<file path="config.mk">
export PLATFORM = sky130hd
export DESIGN_NAME = vga_frame_source_mux
export DESIGN_NICKNAME = d
export VERILOG_FILES = /design/src/rtl/vga_frame_source_mux.sv
export SDC_FILE = /design/constraint.sdc
export NUM_CORES = 1
export LEC_CHECK = 0
export BUFFER_PORTS_ARGS = -buffer_cell sky130_fd_sc_hd__buf_2
export CORE_ASPECT_RATIO = 0.7
export CORE_UTILIZATION = 51
export CTS_CLUSTER_SIZE = 16
export DETAILED_ROUTE_END_ITERATION = 6
export PLACE_DENSITY = 0.89
export SLEW_MARGIN = 30
export SYNTH_ARGS = -nofsm -noshare
export SYNTH_HDL_FRONTEND = slang
export SYNTH_SLANG_ARGS = --single-unit
</file>
<file path="constraint.sdc">
create_clock -name clk -period 2.1 [get_ports clk]
set_input_delay 0.315 -clock clk [delete_from_list [all_inputs] [get_ports clk]]
set_output_delay 0.315 -clock clk [all_outputs]
set_load 0.02 [all_outputs]
</file>
<file path="src/rtl/vga_frame_source_mux.sv">
// ============================================================================
// vga_frame_source_mux : frame-synchronous N-source pixel selector with
// optional black-frame insertion and pipelined sync/DE.   Rev 1.0
// ============================================================================
`default_nettype none

module vga_frame_source_mux #(
  parameter int NUM_SRC         = 4,
  parameter int COLOR_W         = 4,
  parameter int SEL_W           = 2,
  parameter int PIPE_STAGES     = 2,
  parameter int BLANK_FRAMES    = 1,
  parameter int SYNC_ACTIVE_LOW = 1
) (
  input  logic                           clk,
  input  logic                           reset,
  input  logic [NUM_SRC*3*COLOR_W-1:0]   src_rgb,
  input  logic [SEL_W-1:0]               sel,
  input  logic                           de_in,
  input  logic                           h_sync_in,
  input  logic                           v_sync_in,
  output logic                           h_sync,
  output logic                           v_sync,
  output logic                           de,
  output logic [COLOR_W-1:0]             r_port,
  output logic [COLOR_W-1:0]             g_port,
  output logic [COLOR_W-1:0]             b_port,
  output logic [SEL_W-1:0]               active_sel,
  output logic                           switch_busy
);

  localparam int PIX_W = 3 * COLOR_W;
  localparam int NSEL  = 2 ** SEL_W;
  localparam logic SYNC_IDLE = (SYNC_ACTIVE_LOW != 0);
  localparam logic [SEL_W:0] NUM_SRC_L  = (SEL_W + 1)'(NUM_SRC);
  localparam logic [3:0]     BLANK_INIT = 4'(BLANK_FRAMES);

  localparam logic [1:0] ST_SHOW  = 2'd0;
  localparam logic [1:0] ST_PEND  = 2'd1;
  localparam logic [1:0] ST_BLANK = 2'd2;

  // Unused select codes map to black so the mux index is always in range.
  logic [PIX_W-1:0] src_arr [NSEL];
  generate
    for (genvar gi = 0; gi < NSEL; gi++) begin : g_unpack
      if (gi < NUM_SRC) begin : g_src
        assign src_arr[gi] = src_rgb[gi*PIX_W +: PIX_W];
      end else begin : g_pad
        assign src_arr[gi] = '0;
      end
    end
  endgenerate

  logic [1:0]       state_q, state_d;
  logic [SEL_W-1:0] req_sel_q, req_sel_d;
  logic [SEL_W-1:0] active_sel_q, active_sel_d;
  logic [3:0]       cnt_q, cnt_d;
  logic             vs_prev_q, vs_prev_d;

  logic [PIX_W-1:0]       pix_q [PIPE_STAGES];
  logic [PIX_W-1:0]       pix_d [PIPE_STAGES];
  logic [PIPE_STAGES-1:0] de_q, de_d, hs_q, hs_d, vs_q, vs_d;

  logic v_act, fs, sel_valid;

  assign v_act     = v_sync_in ^ SYNC_IDLE;
  assign fs        = v_act & ~vs_prev_q;
  assign sel_valid = ({1'b0, sel} < NUM_SRC_L);
  assign vs_prev_d = v_act;

  always_comb begin
    state_d      = state_q;
    req_sel_d    = req_sel_q;
    active_sel_d = active_sel_q;
    cnt_d        = cnt_q;
    case (state_q)
      ST_SHOW: begin
        if (sel_valid && (sel != active_sel_q)) begin
          req_sel_d = sel;
          state_d   = ST_PEND;
        end
      end
      ST_PEND: begin
        // A frame start wins over a same-cycle request; the level sel is
        // picked up again once back in SHOW.
        if (fs) begin
          active_sel_d = req_sel_q;
          if (BLANK_FRAMES == 0) begin
            state_d = ST_SHOW;
          end else begin
            cnt_d   = BLANK_INIT;
            state_d = ST_BLANK;
          end
        end else if (sel_valid) begin
          if (sel == active_sel_q) state_d = ST_SHOW;
          else                     req_sel_d = sel;
        end
      end
      ST_BLANK: begin
        if (fs) begin
          if (cnt_q == 4'd1) state_d = ST_SHOW;
          else               cnt_d   = cnt_q - 4'd1;
        end
      end
      default: state_d = ST_SHOW;
    endcase
  end

  always_comb begin
    pix_d[0] = (state_q == ST_BLANK || !de_in) ? '0 : src_arr[active_sel_q];
    de_d[0]  = de_in;
    hs_d[0]  = h_sync_in;
    vs_d[0]  = v_sync_in;
    for (int i = 1; i < PIPE_STAGES; i++) begin
      pix_d[i] = pix_q[i-1];
      de_d[i]  = de_q[i-1];
      hs_d[i]  = hs_q[i-1];
      vs_d[i]  = vs_q[i-1];
    end
  end

  always_ff @(posedge clk or negedge reset) begin
    if (!reset) begin
      state_q      <= ST_SHOW;
      req_sel_q    <= '0;
      active_sel_q <= '0;
      cnt_q        <= '0;
      vs_prev_q    <= 1'b0;
      de_q         <= '0;
      hs_q         <= {PIPE_STAGES{SYNC_IDLE}};
      vs_q         <= {PIPE_STAGES{SYNC_IDLE}};
      for (int i = 0; i < PIPE_STAGES; i++) pix_q[i] <= '0;
    end else begin
      state_q      <= state_d;
      req_sel_q    <= req_sel_d;
      active_sel_q <= active_sel_d;
      cnt_q        <= cnt_d;
      vs_prev_q    <= vs_prev_d;
      de_q         <= de_d;
      hs_q         <= hs_d;
      vs_q         <= vs_d;
      for (int i = 0; i < PIPE_STAGES; i++) pix_q[i] <= pix_d[i];
    end
  end

  assign {r_port, g_port, b_port} = pix_q[PIPE_STAGES-1];
  assign de          = de_q[PIPE_STAGES-1];
  assign h_sync      = hs_q[PIPE_STAGES-1];
  assign v_sync      = vs_q[PIPE_STAGES-1];
  assign active_sel  = active_sel_q;
  assign switch_busy = (state_q != ST_SHOW);

endmodule

`default_nettype wire

</file>
Yosys cells after proc, flatten, opt, wreduce, memory -nomap -nowiden
Cells that the tools add are included.
Storage, ports and cells
  register bits: 41
  input bits: 55
  logic and storage cells: 57
Cells by class
  add/subtract/negate cells: 1
  order comparisons: 1
  equal/unequal tests: 13
  muxes and demuxes: 18
  bitwise logic cells: 4
  reductions and logical operators: 10
Operators by type and width (number)
  $mux 12: 3
  $bmux 12 s2: 1
  $mux 2: 8
  $ne 2x2->1 const B: 7
  $mux 4: 3
  $reduce_and 4->1: 3
  $pmux 4 s2: 1
  $pmux 2 s3: 1
  $reduce_bool 2->1: 3
  $eq 4x1->1 const B: 1
  $pmux 2 s2: 1
  $sub 4x1->4 const B: 1
  $ge 3x3->1 const B: 1
  $ne 3x3->1 const B: 1
  $not 2->3: 1
  $eq 2x1->1 const B: 1
  $eq 2x2->1: 1
  $eq 2x2->1 const B: 1
  $logic_not 2->1: 1
  $ne 2x2->1: 1
  $not 1->1: 2
  $reduce_and 2->1: 1
  $and 1x1->1: 1
  $logic_not 1->1: 1
  $logic_or 1x1->1: 1

Longest topological paths before layout
  depth in word-level cells: 5
  depth in mapped cells: 5
  mapped depth without buffers: 5

Least setup slack after synthesis
OpenSTA, ideal clock, no wires.
  kind: register to register
  start point: register active_sel_q[0], in the netlist active_sel[0]
  end point: register pix_q (netlist bit pix_d[10])
  setup time: 0.120 ns
  data arrival time: 1.398 ns
  required time: 1.980 ns
  path slack: 0.582 ns
  stages on the path, launching flop included: 5
  period minus slack after synthesis: 1.518 ns
  cell sequence: dfrtp_1 -> buf_6 -> buf_12 -> mux4_2 -> and3_1
RTL lines
  from (decl): RTL line 56  | logic [SEL_W-1:0] active_sel_q, active_sel_d;
  from (signal assigned): RTL line 136  | active_sel_q <= active_sel_d;
  to (decl): RTL line 60  | logic [PIX_W-1:0] pix_q [PIPE_STAGES];

==> key figures <==
Outcome
  • Run status: finished, violations left
  • Violations in the final reports: hold timing

Finish
  • P&R area growth vs syn: 25.7%
  • Most common library cell in the layout ignoring fill and taps: sky130_fd_sc_hd__buf_2
  • Proportion of layout cells with a drive suffix above 1: 48.5%
  • Number of nets in the finished design: 250
  • Number of antenna cells inserted: 0
  • Most frequent cells in the layout: sky130_fd_sc_hd__buf_2 (71), sky130_fd_sc_hd__dfrtp_1 (37), sky130_fd_sc_hd__and3_1 (12)

Routing
  • Final routed wire length divided by cell count: 15.8 um
  • Number of nets with antenna violations after routing: 0
  • Drt via density: 5.52
  • Initial drt markers: 78
  • Drt pass-1 iters: 4
  • DRC violation count after routing: 0
  • Detailed-route wire length: 3810 um
  • Total via count after detailed routing: 1331

Placement
  • Number of input and output port buffers inserted: 72
  • RD Place Congestion: 0.763
  • HPWL after DPL: 2740 um

Synth
  • Post-synth cell types: 34
  • Gate Count Post-Synth: 123
  • Synthesized area per cell: 14.7 sq um
  • Combinational family with the most area after synthesis: multiplexers
  • Cell Area, Synth: 1810 sq um
  • Post-synthesis register bit count: 41
  • Simple-Gate Fraction of Synth Area: 12.8%
  • Xor/xnor cell area share of the yosys netlist: 0.966%
  • Area share of fa/ha/maj cells after synthesis: 1.38%
  • Fraction of the mapped netlist area in compound gates: 5.66%
  • Synthesized netlist net count: 180
  • Multiplexer share of the synthesized area: 18.3%
  • Sequential area share after synthesis: 56.8%
  • Number of warnings printed during yosys synthesis: 0

Power and ir drop
  • Power density of the placed cells: 1260 nW/um^2
  • Worst supply voltage drop on vdd: 0.000556 V
  • Total leakage power: 0.00114 uW

STA
  • Max-slew headroom: 48.7%
  • Measured slew at the worst slew-check pin: 0.770 ns
  • Final critical-path share of the clock period: 85.5%
  • Number of hold violations in the final report: 23
  • Number of slew-limit violations in the final report: 0
  • Setup repair after global routing missed its margin: false
  • Setup TNS: 0 ns
  • Min Hold Slack: -0.0200 ns
  • Max Clock Freq: 0.557 GHz
  • Clock period minus worst slack: 1.80 ns
  • Number of setup violations in the final report: 0
  • Worst clock skew on the final layout: 0.0114 ns

Clocking
  • Root buffer cell: sky130_fd_sc_hd__clkbuf_8
  • Clock latency on the worst-skew pair: 0.29 ns
  • Number of levels the H-tree was split into: 2
  • Post-cts repair resize count: 0
  • Clock-pin slew of the registers on the worst-case setup and hold paths: 0.08 ns
  • Clock tree sinks: 41
  • # Post-CTS Setup Buffers: 0
  • CTS Hold Bufs: 0
  • Maximum number of buffers from clock root to sink: 2
  • Number of buffers created by CTS: 5
  • TritonCTS clock tree: built

Setup path
  • Type of the worst setup path: flip-flop to flip-flop
  • Data required time at the worst endpoint: 2.28 ns
  • Reg-to-reg startpoint: active_sel[0]
  • Largest fanout on the critical path: 17
  • Category of the worst setup path launch point: flip-flop
  • Setup crit end kind: flip-flop
  • Crit path launch: active_sel[0]
  • WP data arrival: 1.98 ns

GRT
  • Overflow left after global routing: 0
  • Number of global-route vias before repair: 1333
  • Antenna violations before repair: 0
  • GRT Overall Usage: 22.6%
  • Pin count of the biggest net entering global routing: 42
  • Wire length of the first global-routing pass: 6130 um

Die
  • Top-level port count: 73
  • Initial core utilization: 55.4%
  • Overall die height: 51.9 um
  • Placement Rows: 17
  • Area of the die: 3800 sq um
  • Die width: 73.3 um
  • Placeable core area: 3280 sq um

Hold path
  • Type of the tightest min-delay check: primary input to asynchronous set/reset pin

Run
  • Reported max-cap violation count: 0
[per-stage QoR]
step                      util (%)  total power (uW)  worst slack [ns]  instance area (sq um)  instances
after floorplan                  -              2040             0.582                   1810        123
after global placement        66.3              2210             0.355                   2170        233
after detailed placement      66.3              2280             0.267                   2170        233
after CTS                     69.6              2890             0.260                   2280        241
after global routing          69.6              3050             0.171                   2280        241
final                         69.6              2880             0.304                   2280        241
[cell type report]
| type | count | area [sq um] |
|---|---|---|
| clock buffer | 6 | 72.6 |
| clock inverter | 2 | 35.0 |
| fill | 234 | 995 |
| inverter | 3 | 11.3 |
| multi-input combinational | 70 | 709 |
| sequential | 41 | 1030 |
| tap | 47 | 58.8 |
| timing repair buffer | 72 | 363 |
[worst paths after layout]
check                      slack [ns]         to  cells past startpoint
max in group asynchronous        1.74    hs_q[1]                      1
setup reg to reg                 0.30   pix_d[1]                      2
min in group clk                 0.12    hs_q[0]                      1
hold / removal                  -0.02   pix_d[9]                      1
setup / recovery                 0.30   pix_d[1]                      2
hold reg to reg                  0.34  g_port[1]                      0
[sequential cells by signal, indices dropped and copies added (netlist names), 4 cells and up]
signal,count
pix_d,12
b_port,4
cnt_q,4
g_port,4
r_port,4
[critical path: stages (launching register included)]
cell                      delay, ns
sky130_fd_sc_hd__dfrtp_1       0.84
sky130_fd_sc_hd__mux4_1        0.65
sky130_fd_sc_hd__and3_1        0.20
[cells in the mapped netlist]
cell                        count  area [sq um]
sky130_fd_sc_hd__a22o_1         1          8.76
sky130_fd_sc_hd__xnor2_1        2          17.5
sky130_fd_sc_hd__mux2_2         2          22.5
sky130_fd_sc_hd__or2_2          1          6.26
sky130_fd_sc_hd__mux4_2         7           158
sky130_fd_sc_hd__mux4_1         5           131
sky130_fd_sc_hd__a211o_1        1          8.76
sky130_fd_sc_hd__a211oi_1       1          7.51
sky130_fd_sc_hd__inv_1          3          11.3
sky130_fd_sc_hd__nand4_1        2          12.5
sky130_fd_sc_hd__or3b_1         1          8.76
sky130_fd_sc_hd__and3_1        12          75.1
sky130_fd_sc_hd__a22oi_1        2          15.0
sky130_fd_sc_hd__a221o_1        1          10.0
sky130_fd_sc_hd__nor2b_1        2          12.5
sky130_fd_sc_hd__nor3_1         5          25.0
sky130_fd_sc_hd__nand2b_1       2          12.5
sky130_fd_sc_hd__buf_2          4          20.0
sky130_fd_sc_hd__nand2_1        1          3.75
sky130_fd_sc_hd__ha_1           2          25.0
sky130_fd_sc_hd__buf_12         1          20.0
sky130_fd_sc_hd__or4b_1         4          40.0
sky130_fd_sc_hd__o2bb2ai_1      2          17.5
sky130_fd_sc_hd__buf_6          1          11.3
sky130_fd_sc_hd__nor3b_1        2          15.0
sky130_fd_sc_hd__and2b_2        1          8.76
sky130_fd_sc_hd__clkbuf_1       3          11.3
sky130_fd_sc_hd__o211ai_1       2          15.0
sky130_fd_sc_hd__o21ai_0        4          20.0
sky130_fd_sc_hd__dfrtp_1       37           926
sky130_fd_sc_hd__mux2i_1        2          20.0
sky130_fd_sc_hd__dfstp_2        4           105
sky130_fd_sc_hd__nor2_1         2          7.51
sky130_fd_sc_hd__nand3_1        1          5.00
[where the power goes]
group	internal (uW)	total, uW	switching [uW]
registers	1040	1290	251
clock network	353	609	256
logic	521	972	451
[cell families after synthesis]
family,after synthesis
AO/OA/AOI/OAI,14
multiplexers,16
flip-flops,41
buffers and inverters,12
AND/OR/NAND/NOR,36
adder cells (fa/ha/maj),2
XOR/XNOR,2
[layer usage]
layer,share of wire (%),up-vias,global-route usage (%)
li1,-,606,-
met1,40,660,27.0
met2,52,51,38.3
met3,4.8,14,5.04
met4,3.6,0,13.1
met5,0,-,0
Power figures use the tool's default switching activity.
